## config.mk

```make
export PLATFORM = sky130hd
export DESIGN_NAME = exec_unit_mc
export DESIGN_NICKNAME = d
export VERILOG_FILES = /design/src/rtl/exec_pkg.sv /design/src/rtl/exec_mul_seq.sv /design/src/rtl/exec_unit_mc.sv
export SDC_FILE = /design/constraint.sdc
export NUM_CORES = 1
export LEC_CHECK = 0
export ABC_AREA = 1
export BUFFER_PORTS_ARGS = -buffer_cell sky130_fd_sc_hd__buf_2
export CORE_MARGIN = 3
export CORE_UTILIZATION = 35
export CTS_BUF_LIST = sky130_fd_sc_hd__clkbuf_16
export CTS_CLUSTER_DIAMETER = 60
export DETAILED_ROUTE_END_ITERATION = 8
export GPL_ROUTABILITY_DRIVEN = 0
export PLACE_DENSITY_LB_ADDON = 0.15
export SLEW_MARGIN = 20
export SYNTH_ARGS = -nofsm -noshare
export SYNTH_HDL_FRONTEND = slang
export SYNTH_HIERARCHICAL = 1
export SYNTH_SLANG_ARGS = --single-unit
```

## constraint.sdc

```tcl
create_clock -name clk -period 3.9 [get_ports clk]
set_input_delay 0.78 -clock clk [delete_from_list [all_inputs] [get_ports clk]]
set_output_delay 0.78 -clock clk [all_outputs]
set_load 0.01 [all_outputs]
```

## src/rtl/exec_pkg.sv

```systemverilog
// exec_pkg: opcodes, flag bit indices, branch selects and FSM states shared by exec_unit_mc.
package exec_pkg;
  localparam logic [3:0] F_NOP = 4'd0, F_ADD = 4'd1, F_SUB = 4'd2, F_AND = 4'd3, F_OR = 4'd4;
  localparam logic [3:0] F_NOT = 4'd5, F_INC = 4'd6, F_DEC = 4'd7, F_SHL = 4'd8, F_SHR = 4'd9;
  localparam logic [3:0] F_MOV = 4'd10, F_SETC = 4'd11, F_CLRC = 4'd12, F_MUL = 4'd13;
  localparam int FZ = 0, FC = 1, FN = 2;
  localparam logic [1:0] BR_Z = 2'd0, BR_N = 2'd1, BR_C = 2'd2, BR_AL = 2'd3;
  typedef enum logic [1:0] {IDLE, MUL, DONE} state_t;
endpackage

```

## src/rtl/exec_mul_seq.sv

```systemverilog
// exec_mul_seq: iterative unsigned shift-add multiplier, one partial product per cycle, DATA_W cycles per product.
module exec_mul_seq #(
  parameter int DATA_W = 16
) (
  input  logic              clk,
  input  logic              reset,
  input  logic              start,
  input  logic              abort,
  input  logic [DATA_W-1:0] a,
  input  logic [DATA_W-1:0] b,
  output logic              busy,
  output logic              done,
  output logic [DATA_W-1:0] prod_lo,
  output logic [DATA_W-1:0] prod_hi
);
  localparam int CW = $clog2(DATA_W);
  logic busy_q, busy_d;
  logic [CW-1:0] cnt_q, cnt_d;
  logic [DATA_W-1:0] a_q, a_d;
  logic [2*DATA_W-1:0] p_q, p_d;
  logic [DATA_W:0] sum;
  assign busy = busy_q;
  assign done = busy_q && cnt_q == CW'(DATA_W - 1);
  assign prod_lo = p_q[DATA_W-1:0];
  assign prod_hi = p_q[2*DATA_W-1:DATA_W];
  // Multiplier sits in the low half and drains right as partial sums fill the high half.
  always_comb begin
    sum = {1'b0, p_q[2*DATA_W-1:DATA_W]} + (p_q[0] ? {1'b0, a_q} : '0);
    busy_d = busy_q;
    cnt_d = cnt_q;
    a_d = a_q;
    p_d = p_q;
    if (abort) busy_d = 1'b0;
    else if (start) begin
      busy_d = 1'b1;
      cnt_d = '0;
      a_d = a;
      p_d = {{DATA_W{1'b0}}, b};
    end else if (busy_q) begin
      busy_d = !done;
      cnt_d = cnt_q + CW'(1);
      p_d = {sum, p_q[DATA_W-1:1]};
    end
  end
  always_ff @(posedge clk)
    if (reset) begin
      busy_q <= 1'b0;
      cnt_q <= '0;
      a_q <= '0;
      p_q <= '0;
    end else begin
      busy_q <= busy_d;
      cnt_q <= cnt_d;
      a_q <= a_d;
      p_q <= p_d;
    end
endmodule

```

## src/rtl/exec_unit_mc.sv

```systemverilog
// exec_unit_mc: registered execute stage with Z/C/N flags and branch resolve.
// Define EXEC_MUL_EN to add the multi-cycle unsigned MUL (func 13); otherwise func 13 is a NOP.
module exec_unit_mc
  import exec_pkg::*;
#(
  parameter int DATA_W  = 16,
  parameter int SHAMT_W = 4
) (
  input  logic              clk,
  input  logic              reset,
  input  logic              flush,
  input  logic              in_valid,
  output logic              in_ready,
  input  logic [3:0]        func,
  input  logic              alu_src,
  input  logic              branch,
  input  logic [DATA_W-1:0] rd1,
  input  logic [DATA_W-1:0] rd2,
  input  logic [DATA_W-1:0] imm,
  output logic              out_valid,
  output logic [DATA_W-1:0] result,
  output logic [DATA_W-1:0] result_hi,
  output logic              imm_op,
  output logic              branch_taken,
  output logic [2:0]        flags
);
  state_t state_q, state_d;
  logic out_valid_q, out_valid_d, imm_op_q, imm_op_d, branch_taken_q, branch_taken_d;
  logic [DATA_W-1:0] result_q, result_d, result_hi_q, result_hi_d, a, alu_r;
  logic [2:0] flags_q, flags_d, op_flags, br_flags;
  logic [DATA_W:0] sum, dif, shl, shr;
  logic [SHAMT_W-1:0] sh;
  logic [1:0] br_idx;
  logic alu_c, zn_upd, take, accept, mul_start;
  assign in_ready = !reset && state_q == IDLE;
  assign accept = in_valid && in_ready && !flush;
  assign out_valid = out_valid_q;
  assign result = result_q;
  assign result_hi = result_hi_q;
  assign imm_op = imm_op_q;
  assign branch_taken = branch_taken_q;
  assign flags = flags_q;
`ifdef EXEC_MUL_EN
  logic mul_busy, mul_done, mul_imm_q, mul_imm_d;
  logic [DATA_W-1:0] mul_lo, mul_hi;
  assign mul_start = accept && !branch && func == F_MUL;
  exec_mul_seq #(.DATA_W(DATA_W)) u_mul (
    .clk(clk), .reset(reset), .start(mul_start), .abort(flush), .a(a), .b(rd2),
    .busy(mul_busy), .done(mul_done), .prod_lo(mul_lo), .prod_hi(mul_hi)
  );
`else
  assign mul_start = 1'b0;
`endif
  // Shifts run one bit wider so the last bit shifted out lands in the extra position.
  always_comb begin
    a = alu_src ? imm : rd1;
    sh = imm[SHAMT_W-1:0];
    sum = {1'b0, a} + {1'b0, func == F_INC ? DATA_W'(1) : rd2};
    dif = {1'b0, a} - {1'b0, func == F_DEC ? DATA_W'(1) : rd2};
    shl = {1'b0, a} << sh;
    shr = {a, 1'b0} >> sh;
    alu_r = '0;
    alu_c = flags_q[FC];
    case (func)
      F_ADD, F_INC: {alu_c, alu_r} = sum;
      F_SUB, F_DEC: {alu_c, alu_r} = dif;
      F_AND: alu_r = a & rd2;
      F_OR: alu_r = a | rd2;
      F_NOT: alu_r = ~a;
      F_MOV: alu_r = a;
      F_SHL: {alu_c, alu_r} = {sh == '0 ? flags_q[FC] : shl[DATA_W], shl[DATA_W-1:0]};
      F_SHR: {alu_r, alu_c} = {shr[DATA_W:1], sh == '0 ? flags_q[FC] : shr[0]};
      F_SETC: alu_c = 1'b1;
      F_CLRC: alu_c = 1'b0;
      default: ;
    endcase
    zn_upd = func >= F_ADD && func <= F_MOV;
    op_flags = {zn_upd ? alu_r[DATA_W-1] : flags_q[FN], alu_c, zn_upd ? ~|alu_r : flags_q[FZ]};
    br_idx = func[1:0] == BR_Z ? 2'(FZ) : func[1:0] == BR_N ? 2'(FN) : 2'(FC);
    take = func[1:0] == BR_AL || flags_q[br_idx];
    br_flags = flags_q;
    if (take && func[1:0] != BR_AL) br_flags[br_idx] = 1'b0;
  end
  always_comb begin
    state_d = state_q;
    out_valid_d = 1'b0;
    result_d = result_q;
    result_hi_d = result_hi_q;
    flags_d = flags_q;
    branch_taken_d = branch_taken_q;
    imm_op_d = imm_op_q;
`ifdef EXEC_MUL_EN
    mul_imm_d = mul_imm_q;
`endif
    case (state_q)
`ifdef EXEC_MUL_EN
      MUL: state_d = flush || !mul_busy ? IDLE : mul_done ? DONE : MUL;
      DONE: begin
        state_d = IDLE;
        if (!flush) begin
          out_valid_d = 1'b1;
          result_d = mul_lo;
          result_hi_d = mul_hi;
          flags_d = {mul_hi[DATA_W-1], |mul_hi, ~|{mul_hi, mul_lo}};
          branch_taken_d = 1'b0;
          imm_op_d = mul_imm_q;
        end
      end
`endif
      default: begin
        if (accept && !mul_start) begin
          out_valid_d = 1'b1;
          result_d = branch ? '0 : alu_r;
          result_hi_d = '0;
          flags_d = branch ? br_flags : op_flags;
          branch_taken_d = branch && take;
          imm_op_d = alu_src;
        end
`ifdef EXEC_MUL_EN
        if (mul_start) begin
          state_d = MUL;
          mul_imm_d = alu_src;
        end
`endif
      end
    endcase
  end
  always_ff @(posedge clk)
    if (reset) begin
      state_q <= IDLE;
      out_valid_q <= 1'b0;
      result_q <= '0;
      result_hi_q <= '0;
      flags_q <= '0;
      branch_taken_q <= 1'b0;
      imm_op_q <= 1'b0;
`ifdef EXEC_MUL_EN
      mul_imm_q <= 1'b0;
`endif
    end else begin
      state_q <= state_d;
      out_valid_q <= out_valid_d;
      result_q <= result_d;
      result_hi_q <= result_hi_d;
      flags_q <= flags_d;
      branch_taken_q <= branch_taken_d;
      imm_op_q <= imm_op_d;
`ifdef EXEC_MUL_EN
      mul_imm_q <= mul_imm_d;
`endif
    end
endmodule

```

# Yosys cells after proc, flatten, opt, wreduce, memory -nomap -nowiden
# Index checks and enable logic that the tools add are counted.
[op_classes]
n_bitwise = 5
n_eq_ne = 18
add_sub_neg = 2
reduce_logical = 19
n_mux = 19
n_shift = 2
n_lt_le_gt_ge = 4
[op_table]
columns = ["op", "count"]
rows = [
  ["$pmux W16 S8", 1],
  ["$mux W16", 4],
  ["$eq A4 B4 Y1 const B", 5],
  ["$add A16 B16 Y17", 1],
  ["$shl A16 B4 Y17", 1],
  ["$shr A17 B4 Y17", 1],
  ["$sub A16 B16 Y17", 1],
  ["$and A16 B16 Y16", 1],
  ["$eq A4 B3 Y1 const B", 4],
  ["$not A16 Y16", 1],
  ["$or A16 B16 Y16", 1],
  ["$reduce_or A16 Y1", 1],
  ["$eq A4 B2 Y1 const B", 2],
  ["$mux W1", 7],
  ["$reduce_bool A7 Y1", 1],
  ["$logic_and A1 B1 Y1", 6],
  ["$mux W3", 2],
  ["$ne A3 B3 Y1 const B", 2],
  ["$pmux W1 S6", 1],
  ["$reduce_and A5 Y1", 1],
  ["$eq A4 B1 Y1 const B", 1],
  ["$ge A4 B1 Y1 const B", 1],
  ["$le A4 B4 Y1 const B", 1],
  ["$logic_not A4 Y1", 1],
  ["17 further kinds", 21],
]
[word_totals]
elab_cells = 75
output_inout_bits = 39
input_bits = 58
reg_bits = 22

# Longest topological paths before layout
# Gate-level depths: netlist (run 1).
[logic_depth]
depth_word = 11
depth_mapped = 24
mapped_depth_nobuf = 24

# Worst setup path before layout (run 1)
# OpenSTA, ideal clock, no wires.
[synth_path]
kind = "input port to flip-flop"
start = "input port func[3]"
end = "register flags_q[0], in the netlist flags[0]"
required_ns = 3.835
stages = 18
path_slack_ns = 0.642
n_path_buf = 1
arrival_ns = 3.193
setup_time_ns = 0.065
path_cell_list = "inv_1 nand2_4 nor2_1 clkbuf_1 nor2_1 ha_1 a21oi_1 o21ai_0 nand2_1 nand3b_1 or2_2 nand2_1 nand3_1 nor2_1 nand3_1 nor2_1 nor2_1 nor2_1"
[synth_via]
elab_chain_cells = 8
word_cells_on_any_way = 26
classes_between = "add/sub: 2; order compare: 2; eq/ne: 10; mux: 5; reduce/logical: 7"
[synth_lines]
columns = ["element", "line_no", "text"]
rows = [
  ["from (decl)", "exec_unit_mc.sv:14", "input logic [3:0] func,"],
  ["$eq A4 B3 Y1 (on tied branches)", "exec_unit_mc.sv:59, exec_unit_mc.sv:64, exec_unit_mc.sv:58", ""],
  ["$mux W16 (on tied branches)", "exec_unit_mc.sv:59, exec_unit_mc.sv:58", ""],
  ["$sub A16 B16 Y17 or $add A16 B16 Y17 (tied branches)", "exec_unit_mc.sv:59, exec_unit_mc.sv:58", ""],
  ["$pmux W16 S8", "exec_unit_mc.sv:64", "case (func)"],
  ["$reduce_or A16 Y1", "exec_unit_mc.sv:78", "op_flags = {zn_upd ? alu_r[DATA_W-1] : flags_q[FN], alu_c, zn_upd ? ~|alu_r : flags_q[FZ]};"],
  ["$logic_not A1 Y1", "exec_unit_mc.sv:78", ""],
  ["$mux W1", "exec_unit_mc.sv:78", ""],
  ["$mux W3", "exec_unit_mc.sv:115", "flags_d = branch ? br_flags : op_flags;"],
  ["to (signal assigned)", "exec_unit_mc.sv:145", "flags_q <= flags_d;"],
  ["to (decl)", "exec_unit_mc.sv:30", "logic [2:0] flags_q, flags_d, op_flags, br_flags;"],
]
# Parallel ways exist; a longest one is shown, timed or not. The select of a mux whose other input is x is not followed.
# A chain may end at the register's enable or synchronous reset.

# Worst setup path after layout (run 1)
[layout_path]
start = "input port func[1]"
end = "register flags_q[0], in the netlist flags[0]"
[layout_via]
elab_chain_cells = 11
word_cells_on_any_way = 45
classes_between = "add/sub: 2; order compare: 4; eq/ne: 14; mux: 12; bitwise: 2; reduce/logical: 11"
[layout_lines]
columns = ["element"]
rows = [
  ["branches (longest 11 deep; another with $sub A16 B16 Y17)"],
]
# Parallel ways; which one is timed is not known. The select of a mux whose other input is x is not followed.

==> results.toml, run 1 <==
[status]
status = "completed"

[timing]
tightest_slew_ns = 1.02
timing.fmax_ghz = 0.302
final.setup.tns_ns = 0
max_slew_margin_pct = 31.9
min_period_ns = 3.31
final_max_slew_viol_count = 0
final.setup_skew_ns = 0.000888
holdWs_ns = 0.463
rsz0062_at_grt = "false"
layout_setup_ws_ns = 0.592
final_hold_viol_count = 0
min_period_over_period_pct = 84.8
setup_viol = 0

[setup_path]
crit_fanout = 6
cp_top_family = "simple AND/OR/NAND/NOR gates"
path_cells = "buf_2 -> nand2_1 -> inv_1 -> nand2_2 -> nand2_1 -> ha_1 -> fa_1 -> inv_1 -> nand2_1 -> nand2_1 -> nand3_1 -> nand2_1 -> nand2_1 -> nand2_1 -> a21boi_0 -> o21ai_0 -> nand3_1 -> nor2_1 -> nand3_1 -> nor2_1 -> nor2_1 -> nor2_1"
cp_num_buf_inv = 3
slowest_delay_ns = 0.39
worst_path_max_delay_cell = "fa_1"
rr_endpoint = "flags[0]"
reg2reg_slack_ns = 2.73
critPathMostFrequentCell = "nand2_1"
critPathArrivalTime_ns = 3.50
endpoint_kind = "register"
r2r_cells = 7
path_class = "input port to register"
cp-start-kind = "input port"
r2r-start = "flags[0]"
worstPathRequired_ns = 4.09
critical_path_depth = 22

[logic_synthesis]
ys_seq_elements = 22
syn_avg_cell_area_um2 = 5.11
ys_types = 40
ys_seq_area_share_pct = 7.90
ys_warn_count = 6
syn_area_um2 = 5580
syn_inst = 1092

[floorplanning]
row_count = 45
die_h_um = 132
die_x_um = 132
die_area_um2 = 17500
io_pins = 97
start_util_pct = 36.3
core_um2 = 15400

[detailed_routing]
wl_mm = 22.9
first_iter_violations = 580
vias = 7400
post_drt_wl_per_cell_um = 16.6
antenna_left = 0
post_drt_via_cell_ratio = 5.36
first_pass_iters = 5
drc = 0

[final_layout]
area_growth_pct = 12.9
n_fill_cell = 1807
diodes = 0
layout-drive-gt1-share_pct = 12.0
multiInputGateArea_um2 = 4390
final-seq-area_um2 = 440
nets = 1264

[power]
ir_drop_uv = 153
p_clk_share_pct = 16.4
p_comb_share_pct = 65.7
leakagePower_nw = 3.52
switching_share_pct = 50.2
intPower_uw = 649
power.density_nw_per_um2 = 207
power.switching_uw = 654
seq_power_share_pct = 17.9

[clock_network]
cts_buffers = 3
clk_pin_slew_ns = 0.06
cts_tree = "done"
hold_buffers = 0
clockRootBuffer = "clkbuf_16"
clkLatencyLatePin_ns = 0.25
cts_max_level = 1
clockBufferDepth = 2
cts_sinks = 22
postCtsSetupBuffers = 0
ctsResizeCount = 0

[hold_path]
worst_hold_path_type = "register to register"
holdPathEnd = "result[9]"
holdPathStages = 2
min-delay-start = "result[9]"

[placement]
io_buffers = 80
pre_cts_ws_ns = 0.365
place.detailed.hpwl_mm = 19.0

[run]
drv_cap = 0

[global_route]
grt.overflow.total = 0
grt.total_usage_pct = 25.5
grt_antenna_before_repair = 0
grt_pass1_vias = 7042
grt_start_max_net_pins = 35
grt_pass1_wl_mm = 36.1
-- cells in the final DEF (no fill, tap or decap), types with 5 or more instances in the layout --
master    instances
a21oi_1          58
and2_1            5
buf_2            80
buf_4            24
conb_1           16
dfxtp_1          22
ha_1             34
inv_1           132
nand2_1         341
nand2_2           9
nand3_1         204
nand3_2           6
nand3b_1          9
nand4_1          12
nor2_1          106
o211ai_1          7
o21ai_0          46
o21ai_1           8
o21ai_2           5
-- worst min-delay path: cells and delay by family, from the launching register on --
| family | cells | cell delay, ns |
|---|---|---|
| flip-flops | 1 | 0.30 |
| AND/OR/NAND/NOR | 1 | 0.06 |
| AO/OA/AOI/OAI | 1 | 0.06 |
-- per-layer routing --
layer / track usage, % / routed length, um
met3: 4.16 / 2170
met5: 0 / 0
met1: 33.7 / 9780
met2: 41.6 / 9870
met4: 10.1 / 1070
-- how the worst max path moves through the flow --
stage / start / endpoint / slack [ns]
final: func[1] / flags[0] / 0.59
after global placement: func[1] / flags[0] / 0.37
after global routing: func[1] / flags[0] / 0.26
after floorplan: func[3] / flags[0] / 0.64
after CTS: func[1] / flags[0] / 0.61
after detailed placement: func[1] / flags[0] / 0.37
-- power by group through the flow --
stage               logic, mW  registers, mW  clock network [mW]
global placement        0.837          0.238                   0
detailed placement      0.836          0.238                   0
floorplan               0.593          0.241                   0
global route            0.964          0.234               0.231
CTS                     0.839          0.233               0.218
finish                  0.856          0.233               0.214
-- synthesized netlist by cell type --
cell type  number  share of area [%]
or2_0           3               0.34
dfxtp_1        22                7.9
o22ai_1         1               0.11
fa_1            2               0.72
a21o_1          2               0.27
nand4_1        12                1.3
a21boi_1        1               0.13
nand2_4         1               0.20
clkbuf_1       10               0.67
o21ai_1         8               0.72
buf_1           3               0.20
or2_2           4               0.45
inv_2           4               0.27
nand3_2         6                1.1
conb_1          1              0.067
nand3b_1        9                1.2
a21boi_0        2               0.27
a21oi_2         1               0.16
nor2_1        106                7.1
o211ai_1        7               0.94
inv_1         132                8.9
buf_4          19                2.6
nor2_2          2               0.22
buf_2          13                1.2
a41oi_1         1               0.16
o21ai_0        46                4.1
a31oi_1         3               0.34
buf_6           2               0.40
and2_1          5               0.56
o21bai_1        1               0.13
a21oi_1        58                5.2
clkinv_1        3               0.20
a2bb2oi_1       4               0.63
nand3_1       204                 18
nand2_2         9                1.0
o21a_1          2               0.27
nand2_1       341                 23
nor3_1          3               0.27
o21ai_2         5               0.79
ha_1           34                7.6
-- registers in the layout, indices dropped and copies added (netlist names) --
name          flops
result           16
imm_op            1
flags             3
branch_taken      1
out_valid         1
-- cell type report --
cell class / instances / share of cell area [%]
clock inverter: 1 / 0.0596
multi-input combinational: 899 / 69.7
sequential: 22 / 6.99
timing repair buffer: 105 / 9.54
inverter: 139 / 8.29
clock buffer: 3 / 1.19
tap: 211 / 4.19
-- metrics by stage --
| stage | cell area [um2] | cells | util (%) | power (mW) |
|---|---|---|---|---|
| detailed placement | 6220 | 1376 | 40.5 | 1.07 |
| global route | 6300 | 1380 | 41.0 | 1.43 |
| floorplan | 5630 | 1107 | - | 0.833 |
| CTS | 6300 | 1380 | 41.0 | 1.29 |
| finish | 6300 | 1380 | 41.0 | 1.30 |
| global placement | 6220 | 1376 | 40.5 | 1.07 |
-- kinds of logic (layout without fill, tap and decap cells) --
| logic type | Yosys count | after routing | synth area share [%] |
|---|---|---|---|
| flip-flops | 22 | 22 | 7.90 |
| buffers and inverters | 186 | 248 | 14.4 |
| adder cells (fa/ha/maj) | 36 | 36 | 8.35 |
| other | 1 | 16 | 0.0672 |
| AO/OA/AOI/OAI | 142 | 142 | 14.2 |
| AND/OR/NAND/NOR | 705 | 705 | 55.1 |
Power figures use the tool's default switching activity.
==> run 2: changes to the inputs <==
==> constraint.sdc (replaced) <==
create_clock -name clk -period 2.83 [get_ports clk]
set_input_delay 0.566 -clock clk [delete_from_list [all_inputs] [get_ports clk]]
set_output_delay 0.566 -clock clk [all_outputs]
set_load 0.01 [all_outputs]
==> run 2 against run 1 <==
Critical path depth is 4 higher. Die area stayed put. Wire length is 12% higher. Worst hold slack better by 0.00091 ns. Cell count is 12% higher. Power is 84% higher. Design area is 31% higher. Via count is 11% higher. Combinational power is 96% higher. Flip-flop and latch count stayed put.
==> results.toml, run 2 (synthesis gave the netlist of run 1 again) <==
[setup_path]
cp-startpoint = "func[3]"
cp-start-kind = "input port"
r2r-start = "flags[0]"
slowest_delay_ns = 0.39
worstPathRequired_ns = 3.03
cp_num_buf_inv = 7
critical_path_depth = 26
critPathArrivalTime_ns = 3.02
rr_endpoint = "flags[0]"
crit_end = "flags[0]"
worst_path_max_delay_cell = "fa_2"
r2r_cells = 7
path_class = "input port to register"
reg2reg_slack_ns = 1.67
endpoint_kind = "register"
crit_fanout = 4
cp_top_family = "simple AND/OR/NAND/NOR gates"

[hold_path]
worst_hold_path_type = "register to register"
min-delay-start = "result[5]"

[floorplanning]
row_count = 45
io_pins = 97
start_util_pct = 36.3
die_x_um = 132
core_um2 = 15400
die_h_um = 132
die_area_um2 = 17500

[timing]
timing.fmax_ghz = 0.354
final.setup_skew_ns = 0.000435
tightest_slew_ns = 0.743
max_slew_margin_pct = 50.3
setup_viol = 0
holdWs_ns = 0.464
rsz0062_at_grt = "true"
min_period_ns = 2.83
final_hold_viol_count = 0
final.setup.tns_ns = 0
min_period_over_period_pct = 99.9
final_max_slew_viol_count = 0

[detailed_routing]
drc = 0
post_drt_wl_per_cell_um = 16.5
vias = 8191
antenna_left = 0
post_drt_via_cell_ratio = 5.29
first_iter_violations = 847
wl_mm = 25.5
first_pass_iters = 6

[global_route]
grt_pass1_vias = 7512
grt_antenna_before_repair = 0
grt.total_usage_pct = 27.6
grt.overflow.total = 0
grt_pass1_wl_mm = 39.1
grt_start_max_net_pins = 35
busiest_layer = "met2"
grt_use_met2_pct = 44.2
use_met3_pct = 7.33
met1_usage_pct = 36.4

[placement]
placed_cell_area_um2 = 7320
io_buffers = 80
place.detailed.hpwl_mm = 20.5

[clock_network]
cts_sinks = 22
clkLatencyLatePin_ns = 0.25
cts_tree = "done"
cts_max_level = 1
clockBufferDepth = 2
clk_pin_slew_ns = 0.06
clockRootBuffer = "clkbuf_16"
cts_buffers = 3
hold_buffers = 0

[power]
intPower_mw = 1.32
p_comb_share_pct = 70.1
seq_power_share_pct = 13.4
p_clk_share_pct = 16.5
power.density_nw_per_um2 = 291
switching_share_pct = 44.9
ir_drop_uv = 218
power.switching_mw = 1.08
leakagePower_nw = 4.44

[final_layout]
largest_reg_flops = 16
design_area_um2 = 8240
final_cell_mix = "nand2_1 (316), nand3_1 (195), buf_4 (185)"
diodes = 0
mostFrequentLayoutCell = "nand2_1"
nets = 1433
area_growth_pct = 47.7
final_util_pct = 53.6
layout-drive-gt1-share_pct = 30.1

[run]
drv_cap = 0

[status]
status = "completed"
[run 2: cell count changes in the layout (fill, tap and decap cells not counted), moves of 10 or more]
cell | previous run | this run
nor2_1 | 106 | 96
nand2_1 | 341 | 316
inv_1 | 132 | 120
ha_1 | 34 | 18
nand2_2 | 9 | 27
a21oi_2 | 1 | 14
buf_4 | 24 | 185
ha_4 | 0 | 14
a21oi_1 | 58 | 43
[run 2: through the flow]
stage,power [mW],std cells,setup WS [ns]
after CTS,2.24,1531,0.0000555
after global routing,2.57,1549,-0.201
after floorplan,1.15,1107,0.00986
after global placement,1.75,1520,-0.665
after detailed placement,1.75,1520,-0.576
final,2.40,1549,0.00294
[run 2: area by class of cell]
cell class	instances	area (um2)
well taps	211	264
clock buffers	3	75.1
multi-input cells	900	4890
clock inverters	1	30.0
flip-flops and latches	22	440
fillers	1664	7130
inverters	139	552
repair buffers	273	1980
[run 2: power by group through the flow]
stage | sequential (mW) | clock, mW | combinational [mW]
final | 0.321 | 0.396 | 1.68
after global routing | 0.322 | 0.414 | 1.83
after CTS | 0.321 | 0.401 | 1.51
after detailed placement | 0.328 | 0 | 1.42
after global placement | 0.328 | 0 | 1.42
after floorplan | 0.332 | 0 | 0.819
[run 2: tightest hold or removal path: stages (launching register included)]
cell     delay, ns
dfxtp_1       0.31
nand2_1       0.06
a21oi_1       0.05
[run 2: worst min path at each step]
stage | slack, ns | cells past startpoint | endpoint
after floorplan | 0.49 | 2 | branch_taken
after global placement | 0.45 | 2 | result[14]
after detailed placement | 0.46 | 2 | result[5]
after CTS | 0.47 | 2 | result[5]
after global routing | 0.47 | 2 | result[6]
final | 0.46 | 2 | result[5]
[run 2: what timing repair did]
| action | 4_1_cts | 5_1_grt |
|---|---|---|
| gates cloned | 2 | 1 |
| setup endpoints to repair | 14 | 16 |
| buffers inserted | 5 | 17 |
| pin swaps | 24 | 33 |
| resized for setup | 63 | 79 |
[run 2: layer usage]
layer / vias up / part of all wire (%)
li1: 4033 / -
met5: - / 0
met4: 0 / 3.6
met3: 63 / 11
met2: 423 / 44
met1: 3672 / 41
